$ cat src/rtl/demux_dispatch_if.sv
// Handshake/bus bundle for demux_dispatch.
//   slave  : view of the dispatch block (accepts words, drives y/s/out_valid/level)
//   master : view of the environment (source + downstream consumers)
// Signals: in_valid/in_ready/in_data/in_dest/rr_en (input port),
//          y/s/out_valid/ch_ready (routed output), level (FIFO occupancy).
interface demux_dispatch_if #(
  parameter int unsigned DW    = 5,
  parameter int unsigned DEPTH = 4
);
  localparam int unsigned LW = $clog2(DEPTH) + 1;

  logic          in_valid;
  logic          in_ready;
  logic [DW-1:0] in_data;
  logic [1:0]    in_dest;
  logic          rr_en;
  logic [DW-1:0] y;
  logic [1:0]    s;
  logic          out_valid;
  logic [3:0]    ch_ready;
  logic [LW-1:0] level;

  modport slave (
    input  in_valid, in_data, in_dest, rr_en, ch_ready,
    output in_ready, y, s, out_valid, level
  );

  modport master (
    output in_valid, in_data, in_dest, rr_en, ch_ready,
    input  in_ready, y, s, out_valid, level
  );
endinterface

$ cat src/rtl/demux_dispatch.sv
// Upstream feeder for the 1-to-4 demux stage. Buffers DW-bit words in a
// DEPTH-entry FIFO, tags each with a 2-bit channel (source-supplied or
// round-robin) and presents the head as y/s until the addressed channel
// is ready.
// Ports:
//   clk   : rising-edge clock
//   rst_n : asynchronous active-low reset
//   bus   : demux_dispatch_if.slave (input handshake, y/s/out_valid,
//           ch_ready, level)
module demux_dispatch #(
  parameter int unsigned DW    = 5,
  parameter int unsigned DEPTH = 4
) (
  input logic             clk,
  input logic             rst_n,
  demux_dispatch_if.slave bus
);
  localparam int unsigned PW = $clog2(DEPTH);
  localparam int unsigned LW = PW + 1;
  localparam logic [LW-1:0] Full = LW'(DEPTH);

  // Entry layout: {dest, data}
  typedef logic [DW+1:0] entry_t;

  entry_t        mem_q [DEPTH];
  logic [PW-1:0] wr_ptr_q, wr_ptr_d;
  logic [PW-1:0] rd_ptr_q, rd_ptr_d;
  logic [LW-1:0] count_q, count_d;
  logic [1:0]    rr_ptr_q, rr_ptr_d;

  logic          push, pop;
  logic          not_empty;
  logic [1:0]    dest;
  entry_t        head;

  assign head      = mem_q[rd_ptr_q];
  assign not_empty = (count_q != '0);

  // All outputs come from registered state only; ch_ready never reaches in_ready.
  assign bus.in_ready  = (count_q != Full);
  assign bus.out_valid = not_empty;
  assign bus.level     = count_q;
  // Empty FIFO forces zeros so downstream never sees a stale entry.
  assign bus.y         = not_empty ? head[DW-1:0] : '0;
  assign bus.s         = not_empty ? head[DW+1:DW] : 2'd0;

  always_comb begin
    push     = bus.in_valid && (count_q != Full);
    pop      = not_empty && bus.ch_ready[head[DW+1:DW]];
    dest     = bus.rr_en ? rr_ptr_q : bus.in_dest;

    wr_ptr_d = wr_ptr_q;
    rd_ptr_d = rd_ptr_q;
    count_d  = count_q;
    rr_ptr_d = rr_ptr_q;

    if (push) begin
      wr_ptr_d = wr_ptr_q + 1'b1;
      if (bus.rr_en) rr_ptr_d = rr_ptr_q + 1'b1;
    end
    if (pop) rd_ptr_d = rd_ptr_q + 1'b1;

    unique case ({push, pop})
      2'b10:   count_d = count_q + 1'b1;
      2'b01:   count_d = count_q - 1'b1;
      default: count_d = count_q;
    endcase
  end

  always_ff @(posedge clk or negedge rst_n) begin
    if (!rst_n) begin
      wr_ptr_q <= '0;
      rd_ptr_q <= '0;
      count_q  <= '0;
      rr_ptr_q <= '0;
    end else begin
      wr_ptr_q <= wr_ptr_d;
      rd_ptr_q <= rd_ptr_d;
      count_q  <= count_d;
      rr_ptr_q <= rr_ptr_d;
    end
  end

  always_ff @(posedge clk or negedge rst_n) begin
    if (!rst_n) begin
      for (int i = 0; i < int'(DEPTH); i++) mem_q[i] <= '0;
    end else if (push) begin
      mem_q[wr_ptr_q] <= {dest, bus.in_data};
    end
  end
endmodule

$ cat src/flat_wrapper.sv
// flat-port wrapper written by rule: the top's interface ports become plain ports
module demux_dispatch_flat 
#(
  parameter int unsigned DW    = 5,
  parameter int unsigned DEPTH = 4
)
  (clk, rst_n, bus_in_valid, bus_in_data, bus_in_dest, bus_rr_en, bus_ch_ready, bus_in_ready, bus_y, bus_s, bus_out_valid, bus_level);
  demux_dispatch_if #(.DW(DW), .DEPTH(DEPTH)) bus_i ();
  input logic clk;
  input logic rst_n;
  input wire logic [$bits(bus_i.in_valid)-1:0] bus_in_valid;
  input wire logic [$bits(bus_i.in_data)-1:0] bus_in_data;
  input wire logic [$bits(bus_i.in_dest)-1:0] bus_in_dest;
  input wire logic [$bits(bus_i.rr_en)-1:0] bus_rr_en;
  input wire logic [$bits(bus_i.ch_ready)-1:0] bus_ch_ready;
  output wire logic [$bits(bus_i.in_ready)-1:0] bus_in_ready;
  output wire logic [$bits(bus_i.y)-1:0] bus_y;
  output wire logic [$bits(bus_i.s)-1:0] bus_s;
  output wire logic [$bits(bus_i.out_valid)-1:0] bus_out_valid;
  output wire logic [$bits(bus_i.level)-1:0] bus_level;
  assign bus_i.in_valid = bus_in_valid;
  assign bus_i.in_data = bus_in_data;
  assign bus_i.in_dest = bus_in_dest;
  assign bus_i.rr_en = bus_rr_en;
  assign bus_i.ch_ready = bus_ch_ready;
  assign bus_in_ready = bus_i.in_ready;
  assign bus_y = bus_i.y;
  assign bus_s = bus_i.s;
  assign bus_out_valid = bus_i.out_valid;
  assign bus_level = bus_i.level;
  demux_dispatch #(.DW(DW), .DEPTH(DEPTH)) u_core (.clk(clk), .rst_n(rst_n), .bus(bus_i));
endmodule
$ cat config.mk
export PLATFORM = sky130hd
export DESIGN_NAME = demux_dispatch_flat
export DESIGN_NICKNAME = d
export VERILOG_FILES = /design/src/rtl/demux_dispatch_if.sv /design/src/rtl/demux_dispatch.sv /design/src/flat_wrapper.sv
export SDC_FILE = /design/constraint.sdc
export NUM_CORES = 1
export LEC_CHECK = 0
export ABC_CLOCK_PERIOD_IN_PS = 2400
export CAP_MARGIN = 0
export CORE_UTILIZATION = 48
export CTS_BUF_LIST = sky130_fd_sc_hd__clkbuf_4 sky130_fd_sc_hd__clkbuf_8 sky130_fd_sc_hd__clkbuf_16
export DETAILED_ROUTE_END_ITERATION = 12
export PLACE_DENSITY = 0.85
export SYNTH_ARGS = -nofsm -noshare
export SYNTH_HDL_FRONTEND = slang
export SYNTH_SLANG_ARGS = --single-unit
$ cat constraint.sdc
create_clock -name clk -period 2.4 [get_ports clk]
set_input_delay 0.36 -clock clk [delete_from_list [all_inputs] [get_ports clk]]
set_output_delay 0.36 -clock clk [all_outputs]
set_load 0.1 [all_outputs]
==> metrics.md <==
| Metric | Value |
|---|---|
| Worst r2r dst | u_core.bus.level[2] |
| Most common cell in the synthesized netlist | dfrtp_1 |
| Setup-failing EPs final | 1 |
| # diodes | 0 |
| Mapped Area | 1896 um^2 |
| Synth area leader | dfrtp_1 |
| Min setup slack post-route | -0.05213 ns |
| Slew margin rel. | 0.6114 |
| End of the worst hold path | u_core.rr_ptr_q[1] |
| Hold Buf Count CTS | 0 |
| Post-synth top cells | dfrtp_1 (37), mux2_2 (34), nand2_1 (8) |
| TritonCTS clock tree | yes |
| Endpoint type of the worst setup path | register |
| TritonCTS Sinks | 37 |
| Ys flop type | dfrtp_1 |
| Die area | approximately 4200 um^2 |
| Met1 WL | 1614 um |
| Fin crit period | 2.452 ns |
| Met3 wire len | 134 um |
| FP Rows | 22 |
| R2r setup slk | -0.05 ns |
| Starting Density | 0.5101 |
| Worst EP arrival | approximately 2.7 ns |
| Setup Crit Path Kind | register to register |
| ANT nets after route | 0 |
| Clock-pin transition on the worst setup and hold timing paths | ~0.070 ns |
| IO buf count | 26 |
| Fillcell total | a little under 300 |
| Register area | between 900 and 1000 um^2 |
| Worst-path fanout max | 2 |
| CTS buffer count | 5 |
| Synth unique cells | 25 |
| Final Util | 0.6630 |
| Yosys reg bits | 37 |
| Clk root buf | clkbuf_8 |
| Drt total wl | approximately 3800 um |
| Worst r2r path cells | 10 |
| Initial DRC Count | 54 |
| Fin crit share | 1.022 |
| Net count after synthesis | between 150 and 200 |
| EDFF count, synth | 0 |
| Drt wl/cell | approximately 17 um |
| Gpl congestion | about 0.7 |
| Reg2reg start | u_core.rd_ptr_q[0] |
| Ranking of synthesized cells by area | dfrtp_1 (49%), mux2_2 (20%), mux4_1 (8.3%) |
| Initial antenna violation count | 0 |
| Max cap viols | 0 |
| Layout cells sized above 1 | 0.5028 |
| Count of final hold-check violations | 0 |
| Largest net degree at the start of global routing | 38 |
| # IOs | 27 |
| Skew final | 0.002623 ns |
| Syn Inst Count | about 130 |
| Vias in the first global route | roughly 1400 |
| Sequential fraction of the synthesis area | 0.4884 |
| Crit start category | register |
| Min-Delay Path Depth | 1 |
| First-pass GRT wire length | 6492 um |
| Crit path required time | 2.60 ns |
| Min-delay worst type | register to register |
| Detail Route met2 WL | 2000 um |
| Longest Clk Path Bufs | 2 |
| DRT Pass-1 Iters | 4 |
| Max Clock Freq | ~0.4 GHz |
| Dpl hpwl | around 2700 um |
| H-tree levels | 2 |
| Die Wd | between 60 and 70 um |
| Multi-input gate area | 940.9 um^2 |
| Vias post-DR | 1199 |
| RSZ-0062 raised after global routing | yes |
| Yosys warning total | 0 |
| Die height | ~65 um |
| Synthesized area per cell | about 14 um^2 |
| GR Overflow Total | 0 |
| Async S/R FF share, synth | 1.000 |
| Vias per cell | between 5 and 6 |
| HP Start | u_core.rr_ptr_q[1] |
| Failing checks | negative setup slack |
| Worst Max-Slew Pin Slew | 0.5784 ns |
| Skew-Pair Late Insertion Delay | about 0.29 ns |
| Nets@finish | 197 |
| Share of Yosys cell area claimed by the top area cell type | 0.4884 |
| Max Slew Vio Count | 0 |
| DRC | 0 |
| GRT Overall Usage | 0.2132 |
| Core Box Area | roughly 3700 um^2 |
| Max layer used | met4 |
| Outcome | finished, violations left |
| Area grow syn2layout | 29.97% |
==> routing by layer <==
metal / global-route usage / vias to the layer above
met5: 0 / -
met4: 0.1167 / 0
met3: 0.04401 / 7
met2: 0.3659 / 28
met1: 0.2468 / 608
li1: - / 556
==> state kept, by name, indices dropped and copies added, names as in the netlist <==
| name | cells |
|---|---|
| u_core.mem_q | 28 |
| u_core.wr_ptr_q | 2 |
| u_core.rr_ptr_q | 2 |
| u_core.bus.level | 3 |
| u_core.rd_ptr_q | 2 |
==> worst max path at each step <==
stage	endpoint	slack (ns)	from	cells after the start
6_report	u_core.bus.level[2]	-0.05	u_core.rd_ptr_q[0]	10
5_1_grt	u_core.bus.level[2]	-0.16	u_core.rd_ptr_q[0]	12
4_1_cts	u_core.bus.level[2]	-0.06	u_core.rd_ptr_q[0]	10
3_5_place_dp	u_core.bus.level[2]	-0.18	bus_ch_ready[1]	10
3_3_place_gp	u_core.bus.level[2]	0.01	bus_ch_ready[3]	10
2_1_floorplan	u_core.bus.level[2]	-0.07	u_core.rd_ptr_q[0]	11
==> layout by cell type (no fill, tap or decap), drive strengths merged <==
cell type      count
dfrtp             37
mux2              34
buf               25
clkdlybuf4s50     14
nand2              8
mux4               8
and2               7
inv                6
clkbuf             6
xnor2              5
ha                 5
mux2i              4
nor2               4
clkinv             3
xor2               2
a21boi             2
nand3              2
nor3               1
a211oi             1
o21ai              1
a31oi              1
fa                 1
==> stage by stage <==
step | setup WS [ns] | TNS (ns) | hold slack, ns | instance area [um^2] | instances
after floorplan | -0.06683 | -0.06683 | 0.06441 | 1917 | 133
after global routing | -0.1575 | -0.4730 | 0.4867 | 2464 | 225
after CTS | -0.06379 | -0.06582 | 0.4772 | 2460 | 225
after detailed placement | -0.1754 | -0.1754 | 0.4602 | 2351 | 215
after global placement | 0.01144 | 0 | 0.4538 | 2351 | 215
final | -0.05213 | -0.05213 | 0.4732 | 2464 | 225
==> worst max-delay path: stages, from the launching register on <==
cell and delay, ns:
dfrtp_1 0.38, mux4_2 0.54, mux2_4 0.23, nor2_2 0.04
a211oi_2 0.14, ha_2 0.21, inv_2 0.04, fa_2 0.33
xor2_1 0.15, nor2_1 0.11, xor2_1 0.19
==> area by class of cell <==
| class | instances | area share |
|---|---|---|
| timing repair buffer | 39 | 0.1686 |
| clock buffer | 6 | 0.03098 |
| clock inverter | 2 | 0.004063 |
| multi-input combinational | 86 | 0.3819 |
| tap | 48 | 0.02438 |
| inverter | 7 | 0.01270 |
| sequential | 37 | 0.3773 |
==> timing repair <==
| item | CTS | global route |
|---|---|---|
| resized for setup | 2 | 1 |
| pin swaps | 3 | 1 |
| endpoints found under the setup margin | 1 | 7 |
| buffers inserted | 2 | 0 |
==> cell families after synthesis <==
kind of cell | count (synthesis) | share of synthesized area
AND/OR/NAND/NOR | 22 | 0.05808
AO/OA/AOI/OAI | 5 | 0.01980
multiplexers | 46 | 0.3300
buffers and inverters | 10 | 0.02772
adder cells (fa/ha/maj) | 6 | 0.04356
flip-flops | 37 | 0.4884
XOR/XNOR | 7 | 0.03234
Power is not shown: default switching activity piles up to over one toggle a cycle in this logic, so the estimate is an artifact.
